--- src/rtl/bram_rd_pkg.sv ---
// Shared definitions for the block-RAM stream reader: default geometry and FSM encoding.
package bram_rd_pkg;
  localparam int BRAM_ADDR_W = 12;
  localparam int BRAM_WIDTH  = 24;

  typedef enum logic [1:0] {
    ST_IDLE  = 2'd0,
    ST_READ  = 2'd1,
    ST_DRAIN = 2'd2
  } rd_state_e;
endpackage

--- src/rtl/bram_rd_skid.sv ---
// Two-entry in-order output buffer; slot 0 is always the head presented downstream.
module bram_rd_skid #(
  parameter int W = 25
) (
  input  logic         clk,
  input  logic         rst_n,
  input  logic         push,
  input  logic [W-1:0] push_data,
  input  logic         pop,
  output logic [1:0]   count,
  output logic [W-1:0] data
);
  logic [W-1:0] slot0_reg, slot1_reg;
  logic [1:0]   count_reg;

  always_ff @(posedge clk or negedge rst_n) begin
    if (!rst_n) begin
      slot0_reg <= '0;
      slot1_reg <= '0;
      count_reg <= 2'd0;
    end else begin
      case ({push, pop})
        2'b10: begin
          if (count_reg == 2'd0) slot0_reg <= push_data;
          else                   slot1_reg <= push_data;
          count_reg <= count_reg + 2'd1;
        end
        2'b01: begin
          slot0_reg <= slot1_reg;
          count_reg <= count_reg - 2'd1;
        end
        2'b11: begin
          // Occupancy is unchanged; the new word lands behind whatever survives the pop.
          if (count_reg == 2'd1) begin
            slot0_reg <= push_data;
          end else begin
            slot0_reg <= slot1_reg;
            slot1_reg <= push_data;
          end
        end
        default: ;
      endcase
    end
  end

  assign count = count_reg;
  assign data  = slot0_reg;
endmodule

--- src/rtl/bram_stream_reader.sv ---
// Reads a burst of consecutive words from a registered-output block RAM and streams
// them out on a valid/ready interface with a last-beat marker.
module bram_stream_reader
  import bram_rd_pkg::*;
#(
  parameter int WIDTH  = BRAM_WIDTH,
  parameter int ADDR_W = BRAM_ADDR_W
) (
  input  logic              clk,
  input  logic              rst_n,
  input  logic              start,
  input  logic [ADDR_W-1:0] base_addr,
  input  logic [ADDR_W:0]   length,
  output logic              busy,
  output logic              done,
  output logic              mem_en,
  output logic [ADDR_W-1:0] mem_addr,
  input  logic [WIDTH-1:0]  mem_dout,
  output logic              m_valid,
  input  logic              m_ready,
  output logic [WIDTH-1:0]  m_data,
  output logic              m_last
);
  rd_state_e         state_reg, state_next;
  logic [ADDR_W-1:0] base_reg;
  logic [ADDR_W:0]   len_reg;
  logic [ADDR_W:0]   issued_reg;
  logic              rd_valid_reg, rd_last_reg, done_reg;
  logic [1:0]        count;
  logic [WIDTH:0]    head;
  logic              pop, last_issue, accept, accept_zero;
  logic [2:0]        pending;

  assign m_valid     = (count != 2'd0);
  assign pop         = m_valid && m_ready;
  assign m_data      = head[WIDTH-1:0];
  assign m_last      = m_valid && head[WIDTH];
  assign done        = done_reg;
  assign last_issue  = (issued_reg == len_reg - (ADDR_W+1)'(1));
  assign accept      = (state_reg == ST_IDLE) && start && (length != '0);
  assign accept_zero = (state_reg == ST_IDLE) && start && (length == '0);
  // A word popped this cycle already frees its slot, which keeps one word per cycle flowing.
  assign pending     = 3'(count) + 3'(rd_valid_reg) - 3'(pop);

  always_ff @(posedge clk or negedge rst_n) begin
    if (!rst_n) state_reg <= ST_IDLE;
    else        state_reg <= state_next;
  end

  always_comb begin
    state_next = state_reg;
    case (state_reg)
      ST_IDLE:  if (accept) state_next = ST_READ;
      ST_READ:  if (mem_en && last_issue) state_next = ST_DRAIN;
      ST_DRAIN: if (pop && head[WIDTH]) state_next = ST_IDLE;
      default:  state_next = ST_IDLE;
    endcase
  end

  always_comb begin
    busy     = (state_reg != ST_IDLE);
    mem_en   = 1'b0;
    mem_addr = '0;
    if (state_reg == ST_READ) begin
      mem_en   = (pending < 3'd2);
      mem_addr = base_reg + issued_reg[ADDR_W-1:0];
    end
  end

  always_ff @(posedge clk or negedge rst_n) begin
    if (!rst_n) begin
      base_reg     <= '0;
      len_reg      <= '0;
      issued_reg   <= '0;
      rd_valid_reg <= 1'b0;
      rd_last_reg  <= 1'b0;
      done_reg     <= 1'b0;
    end else begin
      if (accept) begin
        base_reg   <= base_addr;
        len_reg    <= length;
        issued_reg <= '0;
      end else if (mem_en) begin
        issued_reg <= issued_reg + (ADDR_W+1)'(1);
      end
      rd_valid_reg <= mem_en;
      rd_last_reg  <= mem_en && last_issue;
      done_reg     <= accept_zero || ((state_reg == ST_DRAIN) && pop && head[WIDTH]);
    end
  end

  bram_rd_skid #(.W(WIDTH + 1)) u_skid (
    .clk       (clk),
    .rst_n     (rst_n),
    .push      (rd_valid_reg),
    .push_data ({rd_last_reg, mem_dout}),
    .pop       (pop),
    .count     (count),
    .data      (head)
  );
endmodule

--- config.mk ---
export PLATFORM = sky130hd
export DESIGN_NAME = bram_stream_reader
export DESIGN_NICKNAME = d
export VERILOG_FILES = /design/src/rtl/bram_rd_pkg.sv /design/src/rtl/bram_rd_skid.sv /design/src/rtl/bram_stream_reader.sv
export SDC_FILE = /design/constraint.sdc
export NUM_CORES = 1
export LEC_CHECK = 0
export ABC_AREA = 1
export CAP_MARGIN = 20
export CORE_ASPECT_RATIO = 0.5
export CORE_UTILIZATION = 35
export DETAILED_ROUTE_END_ITERATION = 16
export PLACE_DENSITY = 0.56
export RECOVER_POWER = 50
export SLEW_MARGIN = 25
export SYNTH_ARGS = -nofsm -noshare
export SYNTH_HDL_FRONTEND = slang
export SYNTH_SLANG_ARGS = --single-unit
--- constraint.sdc ---
create_clock -name clk -period 3.1 [get_ports clk]
set_input_delay 0.62 -clock clk [delete_from_list [all_inputs] [get_ports clk]]
set_output_delay 0.62 -clock clk [all_outputs]
set_load 0.05 [all_outputs]
==> results.md <==
- Post-route ant nets: 0
- Fraction of the yosys area taken by sequential cells: 41.31%
- Post-route cell area: 0.007233 mm^2
- DP Area: 0.006808 mm^2
- Power Dens Cells: 1180 mW/mm^2
- Post-synth top area cell: dfrtp_1
- Net Count, Synth: 793
- Fin crit period: 2.992 ns
- DRT iter0 DRCs: 314
- XOR/XNOR Fraction of Synth Area: 3.588%
- Reg clk slew, reported paths: 0.08 ns
- Data required, critical path: 2.48 ns
- Clock Sinks: 95
- Top_reg_cell synth: dfrtp_1
- Largest net degree at the start of global routing: 51
- Slew Limit Fails: 0
- Syn Area/Cell: 8.003 um^2
- RD Place Congestion: 0.9098
- Ports: 94
- Hold depth: 2
- Worst R2R Setup Slack: 0.29 ns
- Placed Cells: 1000
- Die area: 0.01699 mm^2
- GRT Total Usage: 16.85%
- Relative slew slack: 15.73%
- Area growth syn-to-layout: 25.70%
- Max cap viols: 0
- Die H: 92.67 um
- Drc violations: 0
- Multi-input gate area: 0.002686 mm^2
- HPWL Detailed: 9.685 mm
- Total CTS buffers: 9
- Vias: 4766
- Static Leak: 3.508 nW
- Syn Std Cell Area: 0.005754 mm^2
- Worst hold start: u_skid.slot1_reg[7]
- Layout cell share with drive strength beyond 1: 13.42%
- Tcrit/Tclk final: 96.51%
- Routed Wire Length: 13.54 mm
- Synthesis Warnings: 0
- Clk_skew: 0.008846 ns
- Initial Utilization: 36.57%
- # diodes: 0
- Fill cells: 1564
- RSZ-0062 raised after global routing: no
- Nets@finish: 874
- Overflow after GRT: 0
- Setup crit end kind: output pin
- Classification of the worst setup path: reg2out
- CTS H-tree lvls: 3
- Reg area: 0.002379 mm^2
- Initial antenna violation count: 0
- #FFs+latches synth: 95
- Synth Instances: 719
- Worst Path Max Fanout: 2
- Total power: 8.532 mW
- Main combinational cell family by area after synthesis: simple AND/OR/NAND/NOR gates
- Final Hold Fails: 0
- Top cells by count, synth: 164 x nand2_1, 116 x inv_1, 95 x dfrtp_1, 58 x o21ai_0, 41 x nor2_1
- Min setup slack post-route: 0.1081 ns
- Port buffer count: 93
- Hold buffers post-CTS: 0
- Vias/cell: 4.645
- EDFF count, synth: 0
- Routed WL per cell: 13.19 um
- Clk_lat worst skew: 0.35 ns
- Final Setup Violations: 0
- Compound-gate portion of the synthesized area: 11.24%
- Most frequent cell after synthesis: nand2_1
- Adder-Cell Fraction of Synth Area: 4.827%
- Drt first pass iters: 4
- Worst vdd ir: 790.4 uV
- Hold endpoint: u_skid.slot1_reg[7]
- Post-synthesis async set-or-reset flop share: 100.0%
- Fmax: 334.2 MHz
- Worst EP arrival: 2.37 ns
- Die W: 183.3 um
- CTS tree: done
- Post-synthesis mux area share: 4.697%
- CTS Buffer Depth: 2
- HP Class: reg2reg
- Status: finished, final reports clean
- CTS root buf: clkbuf_16
- FP Rows: 32
- Number of global-route vias before repair: 4577
- Post-Place Setup Slack: -0.06005 ns
- Measured slew at the worst slew-check pin: 1.264 ns
- Final Non-Filler Cells: 1026
- Unique masters post-synth: 35
- Core box area: 0.01574 mm^2
- Core Util, Final: 45.97%
- Critical Path Source Type: flop
- Origin of the critical flop-to-flop path: u_skid.count[0]
- Top post-synthesis cells by area: dfrtp_1 41%, nand2_1 11%, inv_1 7.6%, o21ai_0 5.0%, mux2_2 4.7%
- Simple-Gate Fraction of Synth Area: 21.11%
- Top-area cell type share of the netlist area: 41.31%
- Reg2reg path depth: 17
- R2R Path End: issued_reg[2]
- First-pass GRT wire length: 22.73 mm
[final cells by class]
class / count / share of cell area (%)
Multi-Input combinational cell: 457 / 37.14
Tap cell: 221 / 3.823
Inverter: 121 / 6.331
Sequential cell: 95 / 32.88
Clock buffer: 9 / 3.114
Clock inverter: 7 / 1.349
Timing Repair Buffer: 116 / 15.36
[what timing repair did]
item                                    in CTS  in global routing
setup buffers                                5                  4
endpoints found under the setup margin       2                  2
pin swaps                                    4                  5
gates resized for setup                      5                  8
[cell usage in the layout, fill, tap and decap left out, types with 13 or more instances in the layout]
| master | instances |
|---|---|
| nand3_1 | 35 |
| nor2_1 | 40 |
| inv_1 | 112 |
| o22ai_1 | 25 |
| o21ai_0 | 56 |
| xor2_1 | 13 |
| buf_4 | 27 |
| nand2_1 | 163 |
| a21oi_1 | 21 |
| clkdlybuf4s50_1 | 72 |
| mux2_2 | 24 |
| dfrtp_1 | 94 |
| ha_1 | 15 |
[worst max-delay path by stage]
stage | from | to | slack, ns | cells after the start
floorplan | u_skid.count[1] | mem_en | 0.01 | 12
global placement | m_ready | mem_en | -0.05 | 10
detailed placement | m_ready | mem_en | -0.06 | 10
CTS | u_skid.count[1] | mem_en | 0.008 | 12
global route | u_skid.count[0] | mem_en | 0.006 | 12
finish | u_skid.count[0] | mem_en | 0.11 | 12
[worst max-delay path, stage by stage (launching register included)]
cell and delay, ns:
dfrtp_1 0.40, inv_2 0.08, ha_4 0.15, clkinvlp_4 0.08
nand2_2 0.08, inv_2 0.05, ha_4 0.21, nor2_4 0.10
fa_2 0.44, inv_2 0.08, nand2_4 0.06, nor2_8 0.14
buf_12 0.15
[per-stage QoR]
stage	TNS, ns	hold slack (ns)
6_report	0	0.4885
3_5_place_dp	-0.06005	0.4723
2_1_floorplan	0	0.3244
4_1_cts	0	0.3222
5_1_grt	0	0.5150
3_3_place_gp	-0.04722	0.4651
[routing by layer]
layer | vias to the layer above | global-route usage (%) | routed length [um] | share of wire (%)
met1 | 2244 | 23.91 | 6827 | 50
met3 | 8 | 3.775 | 464 | 3.4
li1 | 2439 | - | - | -
met5 | - | 0 | 0 | 0
met2 | 75 | 25.95 | 6098 | 45
met4 | 0 | 4.028 | 148 | 1.1
[cell families (layout without fill, tap and decap cells)]
kind of cell,Yosys count,in the layout
AOI/OAI and AO/OA,117,117
and+or+nand+nor,273,273
DFF,95,95
xor gates and xnor gates,22,22
muxes,24,24
adders and majority gates,21,21
buffers and inverters,167,253
[report_power, final]
group	internal, mW	switching [mW]
logic	1.94	3.17
registers	1.78	0.432
clock network	0.655	0.560
No activity file was read; power rests on OpenSTA's default activity.
